--- config.mk ---
export PLATFORM = sky130hd
export DESIGN_NAME = jac1_seq_ctrl
export DESIGN_NICKNAME = d
export VERILOG_FILES = /design/src/rtl/jac1_seq_pkg.sv /design/src/rtl/jac1_step_edge.sv /design/src/rtl/jac1_seq_ctrl.sv
export SDC_FILE = /design/constraint.sdc
export NUM_CORES = 1
export LEC_CHECK = 0
export ABC_AREA = 1
export CAP_MARGIN = 0
export CELL_PAD_IN_SITES_DETAIL_PLACEMENT = 1
export CELL_PAD_IN_SITES_GLOBAL_PLACEMENT = 1
export CORE_MARGIN = 2
export CORE_UTILIZATION = 33
export CTS_CLUSTER_SIZE = 30
export DETAILED_ROUTE_END_ITERATION = 10
export PLACE_DENSITY_LB_ADDON = 0.25
export SLEW_MARGIN = 20
export SYNTH_ARGS = -nofsm -noshare
export SYNTH_HDL_FRONTEND = slang
export SYNTH_HIERARCHICAL = 1
export SYNTH_SLANG_ARGS = --single-unit
--- constraint.sdc ---
create_clock -name clk -period 4.6 [get_ports clk]
set_clock_uncertainty 0.2 [all_clocks]
set_input_delay 0.46 -clock clk [delete_from_list [all_inputs] [get_ports clk]]
set_output_delay 0.46 -clock clk [all_outputs]
set_load 0.03 [all_outputs]
--- src/rtl/jac1_seq_pkg.sv ---
// JAC1 sequencer shared definitions: state encoding and default widths.
// Latency: n/a (constants and types only).
// Backpressure: n/a.
package jac1_seq_pkg;

   localparam int STATE_W       = 3;
   localparam int PC_WIDTH_DEF  = 8;
   localparam int CNT_WIDTH_DEF = 16;

   typedef enum logic [STATE_W-1:0] {
      ST_HALT   = 3'd0,
      ST_FETCH  = 3'd1,
      ST_DECODE = 3'd2,
      ST_EXEC   = 3'd3,
      ST_WB     = 3'd4
   } state_t;

endpackage

--- src/rtl/jac1_step_edge.sv ---
// Rising-edge detector for the debug single-step request.
// Latency: combinational edge output, one flop of history.
// Backpressure: none; edges not consumed by the sequencer are simply lost.
module jac1_step_edge (
   input  logic clk,
   input  logic res_n,
   input  logic step_req,
   output logic step_edge
);

   logic step_q;

   // Remember last cycle's step_req level
   always_ff @(posedge clk) begin
      if (!res_n) begin
         step_q <= 1'b0;
      end else begin
         step_q <= step_req;
      end
   end

   assign step_edge = step_req & ~step_q;

endmodule

--- src/rtl/jac1_seq_ctrl.sv ---
// JAC1 instruction sequencer: FETCH/DECODE/EXEC/WB with run/halt, single-step, PC breakpoint.
// Latency: 4 cycles per instruction; first FETCH one cycle after run/step accepted in HALT.
// Backpressure: none; run_req low halts after the current instruction's WB.
module jac1_seq_ctrl
   import jac1_seq_pkg::*;
#(
   parameter int PC_WIDTH  = PC_WIDTH_DEF,
   parameter int CNT_WIDTH = CNT_WIDTH_DEF
) (
   input  logic                 clk,
   input  logic                 res_n,
   input  logic                 run_req,
   input  logic                 step_req,
   input  logic                 bp_en,
   input  logic [PC_WIDTH-1:0]  bp_addr,
   input  logic [PC_WIDTH-1:0]  pc,
   input  logic                 dec_wr_en,
   input  logic                 dec_cnt_wr_en,
   output logic                 ir_load_en,
   output logic                 pc_inc_en,
   output logic                 pc_load_en,
   output logic                 rf_wr_en,
   output logic                 halted,
   output logic                 bp_hit,
   output logic [STATE_W-1:0]   state,
   output logic                 step_ack,
   output logic [CNT_WIDTH-1:0] instr_cnt
);

   state_t               state_q;
   logic                 step_mode_q;
   logic                 bp_skip_q;
   logic                 bp_hit_q;
   logic                 step_ack_q;
   logic [CNT_WIDTH-1:0] instr_cnt_q;
   logic                 step_edge;
   logic                 bp_match;

   jac1_step_edge u_step_edge (
      .clk       (clk),
      .res_n     (res_n),
      .step_req  (step_req),
      .step_edge (step_edge)
   );

   // A breakpoint fires only on a fresh visit, never on the PC we just resumed from
   assign bp_match = bp_en && (pc == bp_addr) && !bp_skip_q;

   // Sequencer state, debug flags and retired-instruction counter
   always_ff @(posedge clk) begin
      if (!res_n) begin
         state_q     <= ST_HALT;
         step_mode_q <= 1'b0;
         bp_skip_q   <= 1'b0;
         bp_hit_q    <= 1'b0;
         step_ack_q  <= 1'b0;
         instr_cnt_q <= '0;
      end else begin
         step_ack_q <= 1'b0;
         case (state_q)
            ST_HALT: begin
               if (run_req) begin
                  state_q   <= ST_FETCH;
                  bp_skip_q <= 1'b1;
                  bp_hit_q  <= 1'b0;
               end else if (step_edge) begin
                  state_q     <= ST_FETCH;
                  step_mode_q <= 1'b1;
                  bp_skip_q   <= 1'b1;
                  bp_hit_q    <= 1'b0;
               end
            end
            ST_FETCH: begin
               if (bp_match) begin
                  state_q  <= ST_HALT;
                  bp_hit_q <= 1'b1;
               end else begin
                  state_q   <= ST_DECODE;
                  bp_skip_q <= 1'b0;
               end
            end
            ST_DECODE: state_q <= ST_EXEC;
            ST_EXEC:   state_q <= ST_WB;
            ST_WB: begin
               if (instr_cnt_q != {CNT_WIDTH{1'b1}}) begin
                  instr_cnt_q <= instr_cnt_q + 1'b1;
               end
               if (step_mode_q) begin
                  step_ack_q  <= 1'b1;
                  step_mode_q <= 1'b0;
                  state_q     <= ST_HALT;
               end else if (!run_req) begin
                  state_q <= ST_HALT;
               end else begin
                  state_q <= ST_FETCH;
               end
            end
            default: state_q <= ST_HALT;
         endcase
      end
   end

   // Strobes decode the registered state; WB strobes are gated only by the decoder
   assign ir_load_en = (state_q == ST_FETCH) && !bp_match;
   assign pc_load_en = (state_q == ST_WB) && dec_cnt_wr_en;
   assign pc_inc_en  = (state_q == ST_WB) && !dec_cnt_wr_en;
   assign rf_wr_en   = (state_q == ST_WB) && dec_wr_en;
   assign halted     = (state_q == ST_HALT);
   assign bp_hit     = bp_hit_q;
   assign state      = state_q;
   assign step_ack   = step_ack_q;
   assign instr_cnt  = instr_cnt_q;

endmodule

==> metrics.md, run 1 <==
| Metric | Value |
|---|---|
| DP Wirelength | 3120 um |
| Critical Setup Path Class | input port to output pin |
| # rows | 24 |
| Fin crit share | 0.599 |
| Hold Slack | 0.285 ns |
| Vias in the first global route | 1554 |
| Nets | 311 |
| Mapped Area | 0.00150 sq mm |
| Hold_sp | bp_hit |
| Design area | 0.00207 sq mm |
| CTS tree | yes |
| ANT nets after route | 0 |
| Share of cells above drive strength 1 | 0.0699 |
| CTS sink cnt | 24 |
| Fillers | 582 |
| Final hold violations | 0 |
| # hold bufs at CTS | 0 |
| Actual slew at the worst max-slew pin | 0.653 ns |
| CP endpoint kind | output pin |
| Die height | 71.4 um |
| Syn nets | 261 |
| Final Core Density | 0.476 |
| Worst-path fanout max | 3 |
| Crit path max-delay family | buffers and inverters |
| LEAKAGE | 0.843 nW |
| Finished Layout Cells | 338 |
| CP max-delay cell | clkdlybuf4s50_1 |
| Initial cell density of the core | 0.344 |
| Final Max Tran Viols | 0 |
| CTS resizes | 0 |
| Crit-path cells | clkdlybuf4s50_1 -> inv_1 -> nand2_1 -> nand2_1 -> inv_1 -> nand2_1 -> nor2_1 -> nand3_1 -> nand2_1 -> inv_1 -> clkdlybuf4s50_1 |
| Number of vias per cell | 4.72 |
| Synth warn | 6 |
| CTS root buffer | clkbuf_8 |
| Slew HR | 0.562 |
| Worst reg2reg path endpoint | instr_cnt[8] |
| Critical Path RT | 3.94 ns |
| Syn avg cell area | 6.32 sq um |
| F_max | 363 MHz |
| Vias | 1597 |
| Crit path time final | 2.75 ns |
| Post-synth top area share | 0.321 |
| Routability congestion estimate | 0.753 |
| Gr usage total | 0.174 |
| Worst setup SP type | input port |
| Cell count after synthesis | 237 |
| Hold path depth | 2 |
| Core area | 0.00435 sq mm |
| Largest net degree at the start of global routing | 19 |
| Max-capacitance violation count | 0 |
| Cells on worst reg2reg path | 7 |
| Most frequent cells in the layout | nand2_1, clkdlybuf4s50_1, inv_1 |
| Buf/Inv on CP | 5 |
| First-pass DRT Iterations | 4 |
| Yosys top cell by area | dfxtp_1 |
| Yosys reg bits | 24 |
| Die area | 0.00509 sq mm |
| Placed Area | 0.00202 sq mm |
| Clock Path Buffers | 2 |
| Post-synthesis sequential area ratio | 0.321 |
| Worst VDD drop | 107 uV |
| Worst reg2reg path startpoint | instr_cnt[0] |
| Hold Path Class | flip-flop to flip-flop |
| Port Buffers | 48 |
| Detailed Route Iter0 Violations | 41 |
| Initial antenna violation count | 0 |
| Global-route wire length before repair | 7060 um |
| DRC viols | 0 |
| WL per Instance | 11.9 um |
| TNS Setup | 0 ns |
| Hold EP | bp_hit |
| Final setup vio count | 0 |
| Largest cells by area after synthesis | dfxtp_1, nand2_1, inv_1 |
| Placed cells | 334 |
| CTS H-tree depth | 1 |
| Post-synth cell types | 28 |
| RSZ-0062 raised after global routing | no |
| Total Wirelength | 4020 um |
| Clock latency at the later pin of the worst-skew pair | 0.27 ns |
| Critical Path Most Common Cell | nand2_1 |
| Max stage delay on crit path | 0.58 ns |
| Worst EP arrival | 2.09 ns |
| Total gr overflow | 0 |
| Worst-path clk slew | 0.09 ns |
| CTS Buf Count | 3 |
| Pwr Density | 222 mW/mm^2 |
| Worst reg2reg setup slack | 2.58 ns |
| Post-CTS Setup Bufs | 0 |
| Ports | 49 |
| Status | complete, no violations |
| Die Span X | 71.4 um |
| Area Overhead vs Synth | 38.3% |
| N_diodes | 0 |
| Most common cell after layout, fill and taps aside | nand2_1 |
==> stage by stage <==
stage	total power [mW]	worst slack (ns)
floorplan	0.273	2.55
global placement	0.314	1.86
detailed placement	0.316	1.82
CTS	0.465	1.82
global route	0.482	1.72
finish	0.460	1.85
==> sequential cells by signal, indices dropped and copies added, names as in the netlist <==
signal              count
u_step_edge/step_q      1
bp_hit                  1
bp_skip_q               1
step_ack                1
state                   3
instr_cnt              16
step_mode_q             1
==> per-layer routing <==
metal | global-route usage | vias to the layer above | share of wire
met5 | 0 | - | 0
met4 | 0.0692 | 0 | 0.017
met1 | 0.210 | 731 | 0.46
met3 | 0.0309 | 5 | 0.043
li1 | - | 827 | -
met2 | 0.303 | 34 | 0.48
==> tightest hold or removal path, cell delays in order, from the launching register on <==
cell	delay [ns]
dfxtp_1	0.33
nand2_1	0.06
o22ai_1	0.06
==> final cells by class <==
type                    count  area, sq um  share of cell area
flip-flops and latches     24          480               0.232
multi-input cells         170          841               0.406
well taps                  52         65.1              0.0314
inverters                  40          150              0.0725
clock buffers               4         55.1              0.0266
repair buffers             48          480               0.232
==> synth_stat cells <==
cell type  count
a21oi_1       10
a21oi_2        6
a31oi_1        2
buf_1          1
buf_6          2
clkinv_1       1
dfxtp_1       24
ha_1           1
inv_1         37
inv_2          2
nand2_1       73
nand2_2        1
nand3_1       10
nand3_2        1
nand4_1        2
nor2_1        35
nor2_2         2
nor2_4         1
nor2_8         1
nor3_1         5
nor3_2         1
o211ai_1       1
o21a_1         1
o21ai_0        5
o21ai_4        1
o22ai_1        1
xnor2_1        3
xor2_1         7
==> cell families after synthesis <==
logic type,Yosys count,synth area share
AOI/OAI and AO/OA,27,0.119
xor gates and xnor gates,10,0.0585
adders and majority gates,1,0.00835
buffers and inverters,43,0.118
DFF,24,0.321
and+or+nand+nor,132,0.376
==> where the power goes <==
group / switching (mW) / internal, mW
Combinational: 0.0498 / 0.0410
Clock: 0.0729 / 0.0766
Sequential: 0.00623 / 0.213
==> how the worst max path moves through the flow <==
| stage | from | depth (start not counted) | slack (ns) | to |
|---|---|---|---|---|
| 6_report | pc[1] | 11 | 1.85 | ir_load_en |
| 5_1_grt | bp_addr[1] | 11 | 1.72 | ir_load_en |
| 4_1_cts | pc[1] | 11 | 1.82 | ir_load_en |
| 3_5_place_dp | pc[1] | 11 | 1.82 | ir_load_en |
| 3_3_place_gp | pc[3] | 10 | 1.86 | ir_load_en |
| 2_1_floorplan | state[2] | 4 | 2.55 | pc_inc_en |
Note: power is estimated with default switching activity, not from simulation.
==> inputs of run 2 (changes only) <==
--- a/config.mk
+++ b/config.mk
@@ -10,7 +10,7 @@
 export CELL_PAD_IN_SITES_DETAIL_PLACEMENT = 1
 export CELL_PAD_IN_SITES_GLOBAL_PLACEMENT = 1
 export CORE_MARGIN = 2
-export CORE_UTILIZATION = 33
+export CORE_UTILIZATION = 28
 export CTS_CLUSTER_SIZE = 30
 export DETAILED_ROUTE_END_ITERATION = 10
 export PLACE_DENSITY_LB_ADDON = 0.25
==> constraint.sdc (replaced) <==
create_clock -name clk -period 2.5 [get_ports clk]
set_clock_uncertainty 0.2 [all_clocks]
set_input_delay 0.25 -clock clk [delete_from_list [all_inputs] [get_ports clk]]
set_output_delay 0.25 -clock clk [all_outputs]
set_load 0.03 [all_outputs]
==> run 2 against run 1 <==
Effect of this change:
- clock power increased by 140%
- sequential share of layout area decreased by 0.61 points
- critical path depth decreased by 6
- die area rose by 17%
- cell count up 5.9%
- sequential power rose by 84%
- sequential cell count unchanged
- count of clock-buffer cells in the layout fell by 1
- register-to-register slack got worse by 2.1 ns
- global-route usage is 3.0 points lower
- combinational power is 87% higher
- highest routed layer unchanged
==> metrics.md, run 2 (synthesis results as in run 1) <==
| Metric | Value |
|---|---|
| Status | complete, no violations |
| CTS H-tree depth | 1 (unchanged) |
| Nets | 313 (+0.64%) |
| DRC viols | 0 (unchanged) |
| Grt peak-use layer | met2 |
| Core area | 0.00514 sq mm (+18%) |
| LEAKAGE | 0.874 nW (+3.6%) |
| Met3 Use GR | 0.0153 (-0.0156) |
| CTS root buffer | clkbuf_8 |
| Clock latency at the later pin of the worst-skew pair | 0.27 ns (about the same) |
| Port Buffers | 48 (unchanged) |
| Number of vias per cell | 4.46 (-5.6%) |
| N_diodes | 0 (unchanged) |
| Worst EP arrival | 1.88 ns (-0.21 ns) |
| First-pass DRT Iterations | 4 (unchanged) |
| Detailed Route Iter0 Violations | 60 (+46%) |
| F_max | 429 MHz |
| Max-capacitance violation count | 0 (unchanged) |
| Die height | 77.1 um (+8.1%) |
| # rows | 26 (+8.3%) |
| Initial cell density of the core | 0.291 (-0.0526) |
| Total Wirelength | 4150 um (+3.4%) |
| Largest net degree at the start of global routing | 17 (-2) |
| WL per Instance | 11.6 um (-2.3%) |
| Clock Path Buffers | 2 (unchanged) |
| Largest register FFs | 16 (unchanged) |
| Area Overhead vs Synth | 42.1% |
| Crit path time final | 2.33 ns |
| Slew HR | 0.708 (+0.146) |
| Gr usage total | 0.144 (-0.0296) |
| RSZ-0062 raised after global routing | no |
| Critical Setup Path Class | flip-flop to output pin |
| CP endpoint kind | output pin |
| Hold Path Class | flip-flop to flip-flop |
| CTS resizes | 0 (unchanged) |
| Routability congestion estimate | 0.768 (+2.0%) |
| Fin crit share | 0.933 |
| Vias | 1597 (unchanged) |
| Most frequent cells in the layout | nand2_1, clkdlybuf4s50_1, inv_1 |
| Worst setup SP type | flip-flop |
| CTS sink cnt | 24 (unchanged) |
| Die Span X | 77.1 um (+8.1%) |
| TNS Setup | 0 ns (unchanged) |
| Ports | 49 (unchanged) |
| GR Layer Usage met1 | 0.181 (-0.0284) |
| # hold bufs at CTS | 0 (unchanged) |
| Die area | 0.00595 sq mm (+17%) |
| Final Max Tran Viols | 0 (unchanged) |
| Critical Path RT | 2.05 ns (-1.89 ns) |
| Vias in the first global route | 1569 (+0.97%) |
| DP Wirelength | 3280 um (+5.2%) |
| Worst-path clk slew | 0.09 ns (about the same) |
| Met2 usage in global routing | 0.257 (-0.0470) |
| Actual slew at the worst max-slew pin | 0.436 ns (-0.216 ns) |
| CTS Buf Count | 3 (unchanged) |
| Share of cells above drive strength 1 | 0.0764 (+0.00646) |
| Worst VDD drop | 228 uV (+110%) |
| ANT nets after route | 0 (unchanged) |
| Final setup vio count | 0 (unchanged) |
| Pwr Density | 435 mW/mm^2 (+96%) |
| Power consumption | 0.926 mW (+100%) |
| Post-CTS Setup Bufs | 0 (unchanged) |
| Initial antenna violation count | 0 (unchanged) |
| Most common cell after layout, fill and taps aside | nand2_1 |
| Worst-path fanout max | 6 (+3) |
| Global-route wire length before repair | 7150 um (+1.3%) |
| Final hold violations | 0 (unchanged) |
| Total gr overflow | 0 (unchanged) |
| CTS tree | yes |
## run 2: changes by cell type in the layout (fill, tap and decap cells not counted)
cell,previous run,this run
clkdlybuf4s50_1,48,47
bufinv_16,0,1
buf_4,0,2
clkbuf_8,4,3
dlymetal6s2s_1,0,1
## run 2: power by group
part           switching (mW)  internal [mW]  total [mW]  leakage, nW
Clock                   0.138          0.214       0.352       0.0357
Combinational          0.0930         0.0771       0.170        0.644
Sequential             0.0110          0.393       0.404        0.194
## run 2: critical path, cell delays in order, from the launching register on
cell             delay, ns
dfxtp_1               0.44
inv_1                 0.16
nor2_8                0.17
inv_2                 0.08
nor2_1                0.09
clkdlybuf4s50_1       0.67
## run 2: metrics by stage
| stage | util | setup slack (ns) | area [sq um] | hold WS (ns) | instances |
|---|---|---|---|---|---|
| floorplan | - | 0.525 | 1500 | 0.143 | 237 |
| global placement | 0.400 | 0.168 | 2050 | 0.273 | 354 |
| detailed placement | 0.400 | 0.0997 | 2050 | 0.278 | 354 |
| global route | 0.414 | 0.0336 | 2130 | 0.317 | 358 |
| CTS | 0.414 | 0.0962 | 2130 | 0.287 | 358 |
| finish | 0.414 | 0.167 | 2130 | 0.279 | 358 |
## run 2: layout make-up
| type | instances | area (sq um) |
|---|---|---|
| Fill cell | 715 | 3010 |
| Sequential cell | 24 | 480 |
| Tap cell | 70 | 87.6 |
| Timing Repair Buffer | 50 | 498 |
| Clock buffer | 3 | 41.3 |
| Multi-Input combinational cell | 170 | 841 |
| Inverter | 40 | 150 |
| Clock inverter | 1 | 30.0 |
## run 2: metal layers
metal,share of wire,vias to the layer above
met2,0.48,32
met3,0.031,4
li1,-,828
met4,0.010,0
met1,0.48,733
met5,0,-
## run 2: path summary, 6_finish.rpt
path                      from           end  slack, ns  cells after the start
setup / recovery      state[2]      rf_wr_en       0.17                      5
hold / removal     step_mode_q      step_ack       0.28                      2
setup reg to reg  instr_cnt[0]  instr_cnt[9]       0.46                      7
hold reg to reg    step_mode_q      step_ack       0.28                      2
